<file path="config.mk">
export PLATFORM = sky130hd
export DESIGN_NAME = linear_sensor_ctrl
export DESIGN_NICKNAME = d
export VERILOG_FILES = /design/src/rtl/linear_sensor_pkg.sv /design/src/rtl/lsc_pix_capture.sv /design/src/rtl/linear_sensor_ctrl.sv
export SDC_FILE = /design/constraint.sdc
export NUM_CORES = 1
export LEC_CHECK = 0
export CAP_MARGIN = 40
export CORE_MARGIN = 2
export CORE_UTILIZATION = 48
export DETAILED_ROUTE_END_ITERATION = 6
export PLACE_DENSITY = 0.83
export SLEW_MARGIN = 0
export SYNTH_ARGS = -nofsm -noshare
export SYNTH_HDL_FRONTEND = slang
export SYNTH_SLANG_ARGS = --single-unit
</file>
<file path="constraint.sdc">
create_clock -name clk -period 5.35 [get_ports clk]
set_input_delay 1.3375 -clock clk [delete_from_list [all_inputs] [get_ports clk]]
set_output_delay 1.3375 -clock clk [all_outputs]
set_load 0.02 [all_outputs]
</file>
<file path="src/rtl/linear_sensor_pkg.sv">
// linear_sensor_pkg
//   Shared definitions for the linear image sensor controller:
//   sequencer state encoding, configuration RAM word addresses and a
//   constant-evaluable ceil(log2) helper used to size pixel indices.
package linear_sensor_pkg;

  typedef enum logic [3:0] {
    S_IDLE,
    S_FETCH_INTEG,
    S_FETCH_CAP,
    S_FETCH_MASK,
    S_INTEG,
    S_WAIT_SP,
    S_DATA,
    S_BLANK,
    S_DONE
  } lsc_state_e;

  localparam logic [7:0] CFG_INTEG_ADDR = 8'd1;
  localparam logic [7:0] CFG_CAP_ADDR   = 8'd2;
  localparam logic [7:0] CFG_MASK_ADDR  = 8'd7;

  // Smallest r with 2**r >= value; never returns less than 1 so that a
  // vector sized from it is always legal.
  function automatic int unsigned clog2(input int unsigned value);
    int unsigned r;
    r = 0;
    for (int unsigned i = 0; i < 32; i++) begin
      if ((64'd1 << i) < 64'(value)) r = i + 1;
    end
    return (r == 0) ? 1 : r;
  endfunction

endpackage

</file>
<file path="src/rtl/lsc_pix_capture.sv">
// lsc_pix_capture
//   Registers one ADC sample word per DATA cycle, zeroes the channels that
//   are disabled in ch_mask, and tags the word with its pixel index and a
//   last-of-scan flag. Output appears one cycle after the sample cycle.
// Ports:
//   clk, rst        - clock, synchronous active-high reset
//   sample_en       - capture adc_data_in this cycle
//   sample_idx      - pixel index of the sample being captured
//   sample_last     - sample is the final pixel of the scan
//   ch_mask         - per-channel enable, bit c gates channel c
//   adc_data_in     - NUM_CH packed samples, channel 0 in the LSBs
//   pix_valid_o, pix_data_o, pix_idx_o, pix_last_o - registered pixel word
module lsc_pix_capture
  import linear_sensor_pkg::*;
#(
  parameter int unsigned NUM_CH = 2,
  parameter int unsigned ADC_W  = 16,
  parameter int unsigned IDX_W  = 9
) (
  input  logic                     clk,
  input  logic                     rst,
  input  logic                     sample_en,
  input  logic [IDX_W-1:0]         sample_idx,
  input  logic                     sample_last,
  input  logic [NUM_CH-1:0]        ch_mask,
  input  logic [NUM_CH*ADC_W-1:0]  adc_data_in,
  output logic                     pix_valid_o,
  output logic [NUM_CH*ADC_W-1:0]  pix_data_o,
  output logic [IDX_W-1:0]         pix_idx_o,
  output logic                     pix_last_o
);

  logic                    valid_q, valid_d;
  logic [NUM_CH*ADC_W-1:0] data_q, data_d;
  logic [IDX_W-1:0]        idx_q, idx_d;
  logic                    last_q, last_d;
  logic [NUM_CH*ADC_W-1:0] masked;

  always_comb begin
    masked = '0;
    for (int unsigned c = 0; c < NUM_CH; c++) begin
      if (ch_mask[c]) masked[c*ADC_W +: ADC_W] = adc_data_in[c*ADC_W +: ADC_W];
    end

    valid_d = sample_en;
    last_d  = sample_en & sample_last;
    data_d  = data_q;
    idx_d   = idx_q;
    if (sample_en) begin
      data_d = masked;
      idx_d  = sample_idx;
    end
  end

  always_ff @(posedge clk) begin
    if (rst) begin
      valid_q <= 1'b0;
      data_q  <= '0;
      idx_q   <= '0;
      last_q  <= 1'b0;
    end else begin
      valid_q <= valid_d;
      data_q  <= data_d;
      idx_q   <= idx_d;
      last_q  <= last_d;
    end
  end

  assign pix_valid_o = valid_q;
  assign pix_data_o  = data_q;
  assign pix_idx_o   = idx_q;
  assign pix_last_o  = last_q;

endmodule

</file>
<file path="src/rtl/linear_sensor_ctrl.sv">
// linear_sensor_ctrl
//   Timing controller for NUM_CH Hamamatsu-style linear image sensors run
//   in lockstep. On a start edge it reads integration time, scan count and
//   channel mask from the configuration RAM, then repeats
//   integrate -> wait for AD start pulse -> PIX_NUM pixel read-out -> blank
//   for the requested number of scans, and finally pulses done_o.
//   Optional feature macro: LSC_SP_TIMEOUT_EN -- when defined, waiting for
//   the AD start pulse gives up after SP_TIMEOUT cycles, sets the sticky
//   err_o and returns to idle; when undefined the wait is unbounded and
//   err_o stays 0.
// Ports:
//   clk, rst          - clock (<= 5 MHz), synchronous active-high reset
//   start_in          - rising edge starts a run (only from idle)
//   soft_reset_in     - abort a run, back to idle next cycle
//   sensor_reset_o    - sensor RESET / integration gate, one bit per sensor
//   sensor_clk_o      - sensor clock, inverted system clock
//   ad_sp_in          - AD start pulse from the channel 0 sensor
//   adc_data_in       - packed ADC samples, channel 0 in the LSBs
//   cfg_ram_rd_o/addr_o/din - config RAM port, data one cycle after address
//   pix_valid_o/data_o/idx_o/last_o - captured pixel stream
//   scan_idx_o        - 0-based scan number within the run
//   busy_o, done_o, err_o - run status
module linear_sensor_ctrl
  import linear_sensor_pkg::*;
#(
  parameter int unsigned PIX_NUM    = 512,
  parameter int unsigned NUM_CH     = 2,
  parameter int unsigned ADC_W      = 16,
  parameter int unsigned BLANK_CYC  = 24,
  parameter int unsigned DONE_HOLD  = 33,
  parameter int unsigned SP_TIMEOUT = 4096
) (
  input  logic                        clk,
  input  logic                        rst,
  input  logic                        start_in,
  input  logic                        soft_reset_in,
  output logic [NUM_CH-1:0]           sensor_reset_o,
  output logic                        sensor_clk_o,
  input  logic                        ad_sp_in,
  input  logic [NUM_CH*ADC_W-1:0]     adc_data_in,
  output logic                        cfg_ram_rd_o,
  output logic [7:0]                  cfg_ram_addr_o,
  input  logic [31:0]                 cfg_ram_din,
  output logic                        pix_valid_o,
  output logic [NUM_CH*ADC_W-1:0]     pix_data_o,
  output logic [clog2(PIX_NUM)-1:0]   pix_idx_o,
  output logic                        pix_last_o,
  output logic [31:0]                 scan_idx_o,
  output logic                        busy_o,
  output logic                        done_o,
  output logic                        err_o
);

  localparam int unsigned IDX_W = clog2(PIX_NUM);
  localparam logic [IDX_W-1:0] PIX_LAST   = IDX_W'(PIX_NUM - 1);
  localparam logic [31:0]      BLANK_LAST = 32'(BLANK_CYC - 1);
  localparam logic [31:0]      DONE_LAST  = 32'(DONE_HOLD - 1);
`ifdef LSC_SP_TIMEOUT_EN
  localparam logic [31:0]      SP_LAST    = 32'(SP_TIMEOUT - 1);
`else
  logic unused_sp_timeout;
  assign unused_sp_timeout = (SP_TIMEOUT == 0);
`endif

  lsc_state_e         state_q, state_d;
  // Set when start_in was low last cycle; reset clears it so a start held
  // high through reset is not mistaken for an edge.
  logic               start_arm_q, start_arm_d;
  logic [31:0]        integ_q, integ_d;
  logic [31:0]        scan_cnt_q, scan_cnt_d;
  logic [NUM_CH-1:0]  mask_q, mask_d;
  logic [31:0]        scan_idx_q, scan_idx_d;
  logic [31:0]        cnt_q, cnt_d;
  logic [IDX_W-1:0]   pix_cnt_q, pix_cnt_d;
  logic               rd_q, rd_d;
  logic [7:0]         addr_q, addr_d;
  logic               srst_q, srst_d;
  logic               err_q, err_d;

  logic               start_edge;
  logic               sample_en;
  logic [31:0]        integ_last;
  logic [31:0]        scan_last;

  // A zero setting behaves as one, so the "last" compare value never
  // underflows.
  assign integ_last = (integ_q == '0)    ? '0 : integ_q - 32'd1;
  assign scan_last  = (scan_cnt_q == '0) ? '0 : scan_cnt_q - 32'd1;
  assign start_edge = start_in & start_arm_q;

  always_comb begin
    state_d     = state_q;
    start_arm_d = ~start_in;
    integ_d     = integ_q;
    scan_cnt_d  = scan_cnt_q;
    mask_d      = mask_q;
    scan_idx_d  = scan_idx_q;
    cnt_d       = cnt_q + 32'd1;
    pix_cnt_d   = pix_cnt_q;
    err_d       = err_q;
    sample_en   = 1'b0;

    unique case (state_q)
      S_IDLE: begin
        if (start_edge && !soft_reset_in) begin
          state_d    = S_FETCH_INTEG;
          err_d      = 1'b0;
          scan_idx_d = '0;
          pix_cnt_d  = '0;
        end
      end
      S_FETCH_INTEG: begin
        integ_d = cfg_ram_din;
        state_d = S_FETCH_CAP;
      end
      S_FETCH_CAP: begin
        scan_cnt_d = cfg_ram_din;
        state_d    = S_FETCH_MASK;
      end
      S_FETCH_MASK: begin
        mask_d  = cfg_ram_din[NUM_CH-1:0];
        state_d = S_INTEG;
      end
      S_INTEG: begin
        if (cnt_q == integ_last) state_d = S_WAIT_SP;
      end
      S_WAIT_SP: begin
        if (ad_sp_in) begin
          state_d = S_DATA;
`ifdef LSC_SP_TIMEOUT_EN
        end else if (cnt_q == SP_LAST) begin
          state_d = S_IDLE;
          err_d   = 1'b1;
`endif
        end
      end
      S_DATA: begin
        sample_en = 1'b1;
        pix_cnt_d = pix_cnt_q + IDX_W'(1);
        if (pix_cnt_q == PIX_LAST) state_d = S_BLANK;
      end
      S_BLANK: begin
        if (cnt_q == BLANK_LAST) begin
          if (scan_idx_q == scan_last) begin
            state_d = S_DONE;
          end else begin
            scan_idx_d = scan_idx_q + 32'd1;
            state_d    = S_INTEG;
          end
        end
      end
      S_DONE: begin
        if (cnt_q == DONE_LAST) state_d = S_IDLE;
      end
      default: state_d = S_IDLE;
    endcase

    // Abort wins over every transition above and suppresses the sample of
    // this cycle, so the pixel stream stops on the following cycle.
    if (soft_reset_in && state_q != S_IDLE) begin
      state_d   = S_IDLE;
      sample_en = 1'b0;
    end

    // One shared cycle counter serves INTEG, WAIT_SP, BLANK and DONE; it
    // restarts on every state change.
    if (state_d != state_q) cnt_d = '0;
    if (state_d == S_DATA && state_q != S_DATA) pix_cnt_d = '0;

    // Config RAM port is registered from the next state so the address is
    // already presented during the cycle the state is entered.
    rd_d   = 1'b0;
    addr_d = '0;
    case (state_d)
      S_IDLE:        begin rd_d = 1'b1; addr_d = CFG_INTEG_ADDR; end
      S_FETCH_INTEG: begin rd_d = 1'b1; addr_d = CFG_CAP_ADDR;   end
      S_FETCH_CAP:   begin rd_d = 1'b1; addr_d = CFG_MASK_ADDR;  end
      default:       begin rd_d = 1'b0; addr_d = '0;             end
    endcase

    srst_d = (state_q == S_INTEG);
  end

  always_ff @(posedge clk) begin
    if (rst) begin
      state_q     <= S_IDLE;
      start_arm_q <= 1'b0;
      integ_q     <= '0;
      scan_cnt_q  <= '0;
      mask_q      <= '0;
      scan_idx_q  <= '0;
      cnt_q       <= '0;
      pix_cnt_q   <= '0;
      rd_q        <= 1'b0;
      addr_q      <= '0;
      srst_q      <= 1'b0;
      err_q       <= 1'b0;
    end else begin
      state_q     <= state_d;
      start_arm_q <= start_arm_d;
      integ_q     <= integ_d;
      scan_cnt_q  <= scan_cnt_d;
      mask_q      <= mask_d;
      scan_idx_q  <= scan_idx_d;
      cnt_q       <= cnt_d;
      pix_cnt_q   <= pix_cnt_d;
      rd_q        <= rd_d;
      addr_q      <= addr_d;
      srst_q      <= srst_d;
      err_q       <= err_d;
    end
  end

  lsc_pix_capture #(
    .NUM_CH (NUM_CH),
    .ADC_W  (ADC_W),
    .IDX_W  (IDX_W)
  ) u_capture (
    .clk         (clk),
    .rst         (rst),
    .sample_en   (sample_en),
    .sample_idx  (pix_cnt_q),
    .sample_last (pix_cnt_q == PIX_LAST),
    .ch_mask     (mask_q),
    .adc_data_in (adc_data_in),
    .pix_valid_o (pix_valid_o),
    .pix_data_o  (pix_data_o),
    .pix_idx_o   (pix_idx_o),
    .pix_last_o  (pix_last_o)
  );

  assign sensor_reset_o = {NUM_CH{srst_q}};
  assign sensor_clk_o   = ~clk;
  assign cfg_ram_rd_o   = rd_q;
  assign cfg_ram_addr_o = addr_q;
  assign scan_idx_o     = scan_idx_q;
  assign busy_o         = (state_q != S_IDLE);
  assign done_o         = (state_q == S_DONE);
  assign err_o          = err_q;

endmodule

</file>
==> results_dict.tcl, run 1 <==
set metrics [dict create \
    grt_start_max_net_pins 79 \
    row_count 55 \
    die_x_um 156.1 \
    synth.ff_latch_count 192 \
    cts.reportedPaths.clkPinSlew_ns 0.08 \
    worstSetupStartpointType "clock port" \
    cts_post_setup_buffers_inserted 0 \
    route.antenna.remaining_nets 0 \
    cp_max_fo 16 \
    internal-power_mw 2.497 \
    async_flop_share 0 \
    worst-setup-path-type "clk2out" \
    synth_edf_count 0 \
    hold_viol 0 \
    number_of_global_route_vias_before_repair 10445 \
    timing.critical_path.cells "clkbuf_16 > clkbuf_16 > inv_1 > clkdlybuf4s50_1" \
    chipHeight_um 156.1 \
    syn2layout_area_growth_pct 19.48 \
    cts_tree "built" \
    totalNegativeSetupSlack_ns 0 \
    fill_cells 2007 \
    postCtsResizedCells 0 \
    synth.cell_area_mm2 0.01110 \
    nets 1583 \
    cpMostUsedCell "clkbuf_16" \
    initial_core_utilization 0.4902 \
    maximum_resistive_drop_on_vdd_uv 261.1 \
    grt_setup_unrepaired "no" \
    final_max_slew_viol_count 0 \
    cts-hold-fix-buffers 0 \
    total_switching_power_mw 1.231 \
    drc 0 \
    finalClockSkew_ns 0.02273 \
    crit_path_top_delay_cell "clkdlybuf4s50_1" \
    core_area_mm2 0.02264 \
    netlist_instances 1423 \
    cts-root-buf "clkbuf_16" \
    max_slew.worst_pin.slew_ns 0.9336 \
    netlist-cell-type-count 86 \
    boundaryPins 159 \
    routed_wire_length_per_instance_um 19.45 \
    setup_violations 0 \
    routed_wirelength_um 35100 \
    grt-ovfl-total 0 \
    critPathArrivalTime_ns 3.73 \
    area.sequential_mm2 0.003844 \
    place_hpwl_um 26220 \
    power_per_cell_area_mw_per_mm2 281.1 \
    gr-usage-all-layers 0.2870 \
    cts_inserted_buffers 17 \
    post-layout-total-power_mw 3.728 \
    clock_tree.buffer_depth 2 \
    post_route_cells_drive_above_1_share 0.06645 \
    power_switching_share 0.3302 \
    combinational_share_of_power 0.224 \
    io_buffers 152 \
    multi_input_comb_area_mm2 0.006628 \
    ys_dominant_reg_cell "dfxtp_1" \
    syn_avg_cell_area_um2 7.799 \
    cell_taking_the_most_area_after_synthesis "dfxtp_1" \
    run_status "complete, no violations" \
    cap_viol_max_count 0 \
    timing.hold.ws_ns 0.4604 \
    crit_path_max_incr_delay_ns 0.59 \
    yosys-top-cells-area "dfxtp_1 35%, nand2_1 7.2%, a21oi_1 5.6%" \
    detailedRoute.firstPassIterationCount 7 \
    antenna-diode-count 0 \
    p_leak_nw 4.610 \
    floorplan.die_area_mm2 0.02435 \
    hold_class "reg2reg" \
    vias 11225 \
    grt_first_pass_wirelength_um 56100 \
    critPathCaptureType "output port" \
    yosysWarningCount 0 \
    synthDominantCellAreaShare 0.3463 \
    h-tree-depth 4 \
    routed_via_density 6.219 \
    ys_seq_area_frac 0.3463 \
    share_clk_of_total_power 0.379 \
    slew_margin_rel 0.3728 \
    place.gp.congestion 0.9785 \
    power.share.sequential 0.397 \
    antenna_found_initial 0 \
    clk_latency_ns 0.45 \
    detail_route.iter0.violations 1137 \
    crit_required_ns 4.01 \
]
[cell families (layout without fill, tap and decap cells)]
group                      count (synthesis)  in the layout  synth area share
and+or+nand+nor                          664            664            0.3148
AOI/OAI and AO/OA                        317            317            0.1862
DFF                                      192            192            0.3463
buffers and inverters                    139            231           0.05930
xor gates and xnor gates                  88             88           0.07012
muxes                                     15             15           0.01499
adders and majority gates                  7              7          0.007891
other                                      1              6         0.0003379
[through the flow]
step                  util  cells  setup slack (ns)  instance area (um2)
floorplan                -   1428             1.209                11120
global placement    0.5547   1769            0.7286                12560
detailed placement  0.5574   1773            0.7286                12620
CTS                 0.5857   1805            0.2656                13260
global route        0.5857   1805            0.2395                13260
finish              0.5857   1805            0.2803                13260
[area by class of cell]
cell class | instances | area share
flip-flops and latches | 192 | 0.2899
multi-input cells | 1097 | 0.4998
well taps | 285 | 0.02689
clock buffers | 19 | 0.03387
repair buffers | 166 | 0.1253
clock inverters | 15 | 0.01547
inverters | 31 | 0.008775
[state kept, by name, summed over array words and instances (netlist names)]
signal / count
u_capture.pix_valid_o: 1
integ_q: 32
state_q: 4
mask_q: 2
scan_idx_o: 32
scan_cnt_q: 32
cfg_ram_addr_o: 3
cnt_q: 32
u_capture.pix_idx_o: 9
u_capture.pix_last_o: 1
u_capture.pix_data_o: 32
pix_cnt_q: 9
cfg_ram_rd_o: 1
srst_q: 1
start_arm_q: 1
[power groups by stage]
| stage | sequential [mW] | clock, mW | combinational [mW] |
|---|---|---|---|
| 2_1_floorplan | 1.50 | 0.0134 | 0.588 |
| 3_3_place_gp | 1.51 | 0.0277 | 0.806 |
| 3_5_place_dp | 1.51 | 0.0277 | 0.807 |
| 4_1_cts | 1.48 | 1.42 | 0.813 |
| 5_1_grt | 1.48 | 1.49 | 0.902 |
| 6_report | 1.48 | 1.41 | 0.835 |
[critical path, delay by kind of cell]
kind | cells | cell delay (ns)
buffers and inverters | 4 | 1.05
[per-layer routing]
layer | vias to the layer above | global-route usage | wire length (um)
li1 | 5341 | - | -
met1 | 5262 | 0.3727 | 14720
met2 | 530 | 0.4703 | 16320
met3 | 92 | 0.06111 | 2824
met4 | 0 | 0.1053 | 1234
met5 | - | 0 | 0
[synthesized netlist by cell type, types with 7 or more instances]
library cell	number
buf_4	14
and3_1	19
or4_2	9
nand2_1	214
or4_1	22
xnor2_1	51
nand4_1	33
a31oi_1	11
nor3b_1	8
nand3_1	49
inv_1	32
or2_2	8
nand2b_1	11
o21ai_0	37
o21a_1	7
nor2b_1	9
or3_1	26
and4_1	7
a21oi_1	125
dfxtp_1	192
mux2i_1	11
nor2_1	85
a22o_1	36
o211ai_1	7
nor4_1	40
and2_1	11
clkbuf_1	79
xor2_1	36
o31ai_1	25
ha_1	7
nor3_1	75
a22oi_1	8
[final timing paths]
check / end / depth (start not counted) / slack [ns] / start
worst max-delay path: sensor_clk_o / 4 / 0.28 / clk
worst min-delay path: u_capture.pix_idx_o[6] / 2 / 0.46 / u_capture.pix_idx_o[6]
worst max register to register: state_q[2] / 11 / 0.98 / scan_cnt_q[8]
worst min register to register: u_capture.pix_idx_o[6] / 2 / 0.46 / u_capture.pix_idx_o[6]
[layout by cell type, fill, tap and decap left out, types with 33 or more instances in the layout]
cell             synthesis  layout
nand3_1                 49      49
nand2_1                214     214
dfxtp_1                192     192
nor4_1                  40      40
a21oi_1                125     125
a22o_1                  36      36
o21ai_0                 37      37
xor2_1                  36      36
nand4_1                 33      33
nor3_1                  75      73
xnor2_1                 51      51
clkdlybuf4s50_1          0     151
nor2_1                  85      84
Power figures use the tool's default switching activity.
==> inputs of run 2 (changes only) <==
==> constraint.sdc (replaced) <==
create_clock -name clk -period 4.75 [get_ports clk]
set_input_delay 1.1875 -clock clk [delete_from_list [all_inputs] [get_ports clk]]
set_output_delay 1.1875 -clock clk [all_outputs]
set_load 0.02 [all_outputs]
==> run 2 against run 1 <==
Compared with the run above: hold slack worse by 0.0017 ns; via count is 0.11% higher; first-iteration DRC count is 1.8% lower; routed wire length is 0.90% lower; setup slack worse by 0.16 ns; core utilization hardly changed; global-route usage is 0.17 points higher; final area hardly changed; sequential power is 13% higher; non-clock buffer count is 4 higher; combinational power is 11% higher; highest routed layer unchanged.
==> results_dict.tcl, run 2 (synthesis results as in run 1) <==
set metrics [dict create \
    worst-setup-path-type "clk2out" \
    floorplan.die_area_mm2 0.02435 \
    cts_tree "built" \
    timing.critical_path.cells "clkbuf_16 > clkbuf_16 > inv_1 > clkdlybuf4s50_1" \
    timing.critical_path.max_delay_family "buffers and inverters" \
    clock_tree.buffer_depth 2 \
    crit_path_top_delay_cell "clkdlybuf4s50_1" \
    drc 0 \
    cpMostUsedCell "clkbuf_16" \
    number_of_global_route_vias_before_repair 10637 \
    cp_max_fo 19 \
    place_hpwl_um 25900 \
    clk_latency_ns 0.45 \
    detailedRoute.firstPassIterationCount 5 \
    critPathCaptureType "output port" \
    final_max_slew_viol_count 0 \
    io_buffers 152 \
    routed_wirelength_um 34790 \
    vias 11237 \
    crit_required_ns 3.56 \
    critPathArrivalTime_ns 3.44 \
    cts-hold-fix-buffers 0 \
    setup_violations 0 \
    cap_viol_max_count 0 \
    post_route_cells_drive_above_1_share 0.06890 \
    grt-ovfl-total 0 \
    p_leak_nw 4.617 \
    worstPathBufferInverterCount 4 \
    slew_margin_rel 0.3798 \
    initial_core_utilization 0.4902 \
    timing.hold.ws_ns 0.4587 \
    antenna_found_initial 0 \
    nets 1587 \
    chipHeight_um 156.1 \
    place.gp.congestion 0.9676 \
    max_slew.worst_pin.slew_ns 0.9232 \
    finalClockSkew_ns 0.01473 \
    syn2layout_area_growth_pct 19.54 \
    boundaryPins 159 \
    worstSetupStartpointType "clock port" \
    totalNegativeSetupSlack_ns 0 \
    crit_path_max_incr_delay_ns 0.59 \
    fill_cells 2028 \
    layout.cell_area.non_filler_mm2 0.01327 \
    routed_wire_length_per_instance_um 19.23 \
    grt_setup_unrepaired "no" \
    worstRegToRegCells 11 \
    core_area_mm2 0.02264 \
    postCtsResizedCells 0 \
    grt_start_max_net_pins 67 \
    timing.hold.worst_path_depth 2 \
    cts-root-buf "clkbuf_16" \
    detail_route.iter0.violations 1116 \
    h-tree-depth 4 \
    placedInstanceArea_mm2 0.01263 \
    die_x_um 156.1 \
    cts.reportedPaths.clkPinSlew_ns 0.09 \
    hold_viol 0 \
    power_per_cell_area_mw_per_mm2 314.6 \
    worst-path-stages 4 \
    run_status "complete, no violations" \
    mostFrequentLayoutCell "nand2_1" \
    grt_first_pass_wirelength_um 56620 \
    routed_via_density 6.212 \
    cts_post_setup_buffers_inserted 0 \
    gr-usage-all-layers 0.2886 \
    maximum_resistive_drop_on_vdd_uv 227.8 \
    row_count 55 \
    most-common-layout-cells "214 x nand2_1, 192 x dfxtp_1, 151 x clkdlybuf4s50_1" \
    route.antenna.remaining_nets 0 \
    finish.utilization 0.5860 \
    hold_class "reg2reg" \
    cts_inserted_buffers 17 \
    antenna-diode-count 0 \
]
-- run 2: worst paths after layout --
check | startpoint | endpoint | slack, ns
setup / recovery | clk | sensor_clk_o | 0.12
hold / removal | u_capture.pix_idx_o[1] | u_capture.pix_idx_o[1] | 0.46
hold reg to reg | u_capture.pix_idx_o[1] | u_capture.pix_idx_o[1] | 0.46
setup reg to reg | integ_q[12] | cnt_q[24] | 0.34
-- run 2: routing by layer --
layer / up-vias / share of wire / GRT usage
met3: 84 / 0.067 / 0.05194
met1: 5338 / 0.43 / 0.3758
met4: 0 / 0.035 / 0.1088
li1: 5353 / - / -
met5: - / 0 / 0
met2: 462 / 0.47 / 0.4777
-- run 2: layout make-up --
type,count,area (um2),area share
multi-input combinational,1097,6628,0.4996
clock inverter,16,215.2,0.01622
tap,285,356.6,0.02688
timing repair buffer,170,1672,0.1260
clock buffer,18,435.4,0.03282
sequential,192,3844,0.2897
inverter,31,116.4,0.008771
-- run 2: worst reg2reg max path, cell delays in order, from the launching register on --
cell       delay (ns)
dfxtp_1          0.37
or4_1            0.68
nor2_1           0.46
nand3_1          0.32
xnor2_1          0.23
o211ai_1         0.11
or4_1            0.57
a2111oi_0        0.55
a31oi_1          0.33
mux2i_4          0.22
buf_4            0.35
nor3_1           0.12
-- run 2: per-stage QoR --
stage	total power [mW]	worst slack, ns	std cells
finish	4.173	0.1248	1809
global route	4.349	0.03784	1809
CTS	4.172	0.1117	1809
detailed placement	2.639	0.3815	1777
global placement	2.638	0.4892	1774
floorplan	2.365	0.9644	1428
-- run 2: power by group --
group	switching, mW	internal [mW]
Clock	0.821	0.754
Combinational	0.548	0.383
Sequential	0.0381	1.63
==> inputs of run 3 (changes only) <==
--- a/config.mk
+++ b/config.mk
@@ -9,6 +9,7 @@
 export CORE_MARGIN = 2
 export CORE_UTILIZATION = 48
 export DETAILED_ROUTE_END_ITERATION = 6
+export HOLD_SLACK_MARGIN = 0.08
 export PLACE_DENSITY = 0.83
 export SLEW_MARGIN = 0
 export SYNTH_ARGS = -nofsm -noshare
==> results of run 3 <==
Final layout, timing and power as in run 2 (identical DEF).
==> RTL change 1 (config.mk and constraints of run 3) <==
Reset style: asynchronous (`rst`), changed in 2 clocked blocks. Comments in the files are not updated.
--- a/src/rtl/lsc_pix_capture.sv
+++ b/src/rtl/lsc_pix_capture.sv
@@ -53,5 +53,5 @@
   end
 
-  always_ff @(posedge clk) begin
+  always_ff @(posedge clk or posedge rst) begin
     if (rst) begin
       valid_q <= 1'b0;
--- a/src/rtl/linear_sensor_ctrl.sv
+++ b/src/rtl/linear_sensor_ctrl.sv
@@ -182,5 +182,5 @@
   end
 
-  always_ff @(posedge clk) begin
+  always_ff @(posedge clk or posedge rst) begin
     if (rst) begin
       state_q     <= S_IDLE;
Behaviour: differs if rst is asserted again (counterexample within 4 cycles, from zero or initial values and one cycle with rst high); with rst held inactive, the same outputs for 10 cycles.
==> RTL change 1 against run 3 <==
Synthesized area increased by 2.8%; sequential cell count unchanged; worst setup slack got worse by 5.7 ps; worst hold slack improved by 8.5 ps; cell count decreased by 6.2%; count of clock-buffer cells in the layout unchanged; via count decreased by 8.0%; final area increased by 4.0%; non-clock buffer count increased by 1; routed wire length decreased by 5.1%; first-iteration DRC count decreased by 17%.
Power is not compared: it rests on default switching activity, and its combinational part moved more than twofold at a synthesized area within 25%.
==> RTL change 1: results (changes against run 3) <==
** Outcome
- Result of the run :: finished clean

** Yosys
- Post-Synth Adder-Cell Area :: 0.7677% (-0.021 points)
- The mux share of post-synthesis cell area is 7.151% (+5.7 points).
- Async set-or-reset flop fraction in the synthesized netlist :: 100.0% (+100 points)
- The complex-gate fraction of the synthesized area came to 12.14% (-6.5 points).
- Unique cell type count in the Yosys netlist :: 79 (-8.1%)
- The xor and xnor area share after synthesis is 6.877% (-0.14 points).
- Top post-synthesis cells by area :: dfrtp_1 (42%), mux2_2 (5.9%), nand2_1 (5.1%)

** Placed design
- The weighted congestion reported at the end of routability-driven placement is 0.9599 (-0.80%).
- Estimated wirelength of the detail-placed design :: 23870 µm (-7.9%)

** Worst hold path
- Destination of the worst hold path :: u_capture.pix_data_o[19]

** Drt
- Vias after detailed routing :: 10340 (-8.0%)
- The detail-routed net length per standard cell came to 19.46 µm (+1.2%).

** Clocking
- In this run the clock root is driven by a clkbuf_16.

** GRT
- GRT Total Usage :: 26.64% (-2.2 points)
- The maximum number of pins on one net before global-route repair is 81 (+21%).
- The wire length of the first global-routing pass came to 52260 µm (-7.7%).

** Timing
- The worst clock skew was 20.98 ps (+6.248 ps).
- Worst hold margin :: 467.3 ps (+8.517 ps)
- The actual transition at the worst max-transition pin was 834.2 ps (-89.05 ps).

** Finish
- Final nets :: 1441 (-9.2%)
- Fraction of layout instances using a drive strength above 1 :: 10.89% (+4.0 points)

** Worst setup path
- Launch point of the worst reg-to-reg path :: integ_q[17]
- R2R Path End :: cnt_q[5]
- The maximum net fanout on the critical path came to 18 (-1).
[RTL change 1: layout make-up]
cell class                      count  area, µm²  share of cell area, %
Tap cell                          319      399.1                  2.892
Multi-Input combinational cell    956       6140                  44.48
Sequential cell                   192       4805                  34.81
Timing Repair Buffer              171       1697                  12.29
Clock inverter                     16      230.2                  1.668
Clock buffer                       18      435.4                  3.154
Inverter                           25      97.59                 0.7070
[RTL change 1: stage by stage]
stage / std cells / setup WS, ps / instance area [µm²] / power (mW)
final: 1697 / 119.1 / 13800 / 7.385
after global routing: 1697 / 70.68 / 13800 / 7.807
after CTS: 1697 / 101.4 / 13800 / 7.371
after detailed placement: 1665 / 564.8 / 13150 / 5.787
after global placement: 1663 / 578.6 / 13130 / 5.705
after floorplan: 1261 / 1059 / 11430 / 4.748
[RTL change 1: worst max-delay path by stage]
stage                          start  slack [ps]  cells past startpoint            to
after floorplan                  clk        1060                      1  sensor_clk_o
after global placement           clk         580                      2  sensor_clk_o
after detailed placement  integ_q[0]         560                     13      cnt_q[5]
after CTS                        clk         100                      4  sensor_clk_o
after global routing             clk          70                      4  sensor_clk_o
final                            clk         120                      4  sensor_clk_o
[RTL change 1: report_power, final]
part	leakage (nW)	internal, mW	total [mW]	switching (mW)
clock network	0.325	0.841	1.60	0.755
registers	2.50	2.10	2.98	0.876
logic	2.69	1.37	2.81	1.43
[RTL change 1: routing by layer]
| metal | vias to the layer above | part of all wire (%) | global-route usage (%) |
|---|---|---|---|
| li1 | 4761 | - | - |
| met2 | 445 | 48 | 42.28 |
| met1 | 5061 | 43 | 37.18 |
| met4 | 0 | 2.8 | 9.009 |
| met5 | - | 0 | 0 |
| met3 | 76 | 6.5 | 4.407 |
==> RTL change 2 (config.mk and constraints of run 3) <==
Made on the original files. `NUM_CH` is set to 2 in 2 places; all go to 4.
--- a/src/rtl/lsc_pix_capture.sv
+++ b/src/rtl/lsc_pix_capture.sv
@@ -14,5 +14,5 @@
   import linear_sensor_pkg::*;
 #(
-  parameter int unsigned NUM_CH = 2,
+  parameter int unsigned NUM_CH = 4,
   parameter int unsigned ADC_W  = 16,
   parameter int unsigned IDX_W  = 9
--- a/src/rtl/linear_sensor_ctrl.sv
+++ b/src/rtl/linear_sensor_ctrl.sv
@@ -25,5 +25,5 @@
 #(
   parameter int unsigned PIX_NUM    = 512,
-  parameter int unsigned NUM_CH     = 2,
+  parameter int unsigned NUM_CH     = 4,
   parameter int unsigned ADC_W      = 16,
   parameter int unsigned BLANK_CYC  = 24,
Interface: changed (resized adc_data_in, pix_data_o and sensor_reset_o); port bits go from 159 to 225. No check against the original RTL was run, so the function may have changed too.
==> RTL change 2 against run 3 <==
Routed wire length rose by 7.4%; worst hold slack improved by 20 ps; synthesized area rose by 7.8%; sequential power rose by 17%; final area rose by 14%; utilization rose by 3.3 points; sequential cell count rose by 34; sequential share of layout area rose by 0.99 points; power rose by 19%; first-iteration DRC count rose by 9.4%; worst setup slack improved by 250 ps; highest routed layer unchanged.
==> RTL change 2: results (changes against run 3) <==
** Clocking
- Number of buffers created by CTS :: 24 (+7)
- Maximum count of clock buffers along a single path :: 3 (+1)

** Drt
- Initial detailed-routing violation count :: 1221 (+9.4%)
- DRT met1 WL :: 15760 µm (+5.7%)
- Routed length on met3 :: 3789 µm (+63%)
- First-pass iteration count of the detailed router :: 6 (+1)

** Yosys
- Top post-synthesis cells by area :: dfxtp_1 (38%), nand2_1 (6.3%), a22o_1 (4.8%)
- Unique cell type count in the Yosys netlist :: 75 (-13%)
- The sequential area share after synthesis was 37.80% (+3.2 points).
- The xor and xnor area share after synthesis was 7.976% (+0.96 points).
- Post-synthesis cell count :: 1486 (+4.4%)
- Synthesized-area fraction occupied by ao, oa, aoi and oai cells :: 17.23% (-1.4 points)

** Worst setup path
- Crit Path Max Fanout :: 31 (+12)
- CP top delay family :: simple AND/OR/NAND/NOR gates
- Max stage delay cell, worst path :: or4_1
- The data arrival at the endpoint of the critical path was 4780 ps (+1340 ps).

** Power
- The power density of the placed cells was 328.8 nW/µm² (+4.5%).
- Reported net switching power :: 1.444 mW (+2.6%)
- The combinational gate power was 1.07 mW (+15%).
- Leakage power of the design :: 5.702 nW (+23%)
- Clock network fraction of design power :: 38.9% (+1.2 points)

** Placed design
- The pre-CTS setup slack is 436.8 ps (+55.27 ps).
- The HPWL after detailed placement was 27940 µm (+7.9%).

** Finish
- The filler cell count was 2090 (+3.1%).
- Final nets :: 1760 (+11%)

** GRT
- The total track usage is 27.28% (-1.6 points).
- Maximum number of pins on one net before global-route repair :: 70 (+4.5%)
- Global-route wire length before repair :: 58680 µm (+3.6%)

** Outcome
- Result of the run :: finished clean

** Timing
- Final setup skew :: 25.17 ps (+10.44 ps)
RTL change 2: cell count changes after synthesis, moves of 9 or more:
cell	before	now
a21oi_1	125	104
a22o_1	36	65
and3_1	19	34
dfxtp_1	192	226
mux2i_1	11	21
nand2_1	214	201
nor2_1	85	134
nor3_1	75	59
o21ai_0	37	28
o31ai_1	25	8
or4_2	9	0
xnor2_1	51	64
xor2_1	36	45
RTL change 2: cell type report:
cell class / instances / area share, %
Multi-Input combinational cell: 1132 / 45.78
Sequential cell: 226 / 29.96
Timing Repair Buffer: 239 / 15.56
Clock buffer: 35 / 4.508
Tap cell: 324 / 2.685
Clock inverter: 8 / 0.8286
Inverter: 27 / 0.6712
RTL change 2: timing repair:
action | in CTS | in global routing
setup endpoints to repair | 0 | 1
buffers inserted | 0 | 0
gates resized for setup | 0 | 1
RTL change 2: path summary, 6_finish.rpt:
check / start / slack (ps) / cells past startpoint / end
max: integ_q[14] / 370 / 11 / cnt_q[15]
min: u_capture.pix_data_o[4] / 480 / 1 / u_capture.pix_data_o[4]
max reg2reg: integ_q[14] / 370 / 11 / cnt_q[15]
min reg2reg: u_capture.pix_data_o[4] / 480 / 1 / u_capture.pix_data_o[4]
RTL change 2: per-layer routing:
layer  up-vias  track usage, %
met5         -               0
met2       561           44.51
li1       5648               -
met4         0           5.994
met1      5580           36.82
met3        56           6.461
RTL change 2: cell families (layout without fill, tap and decap cells):
| logic type | after synthesis | in the layout |
|---|---|---|
| buffers and inverters | 133 | 309 |
| other | 1 | 6 |
| muxes | 24 | 24 |
| adders and majority gates | 7 | 7 |
| and+or+nand+nor | 686 | 686 |
| AOI/OAI and AO/OA | 300 | 300 |
| xor gates and xnor gates | 109 | 109 |
| DFF | 226 | 226 |
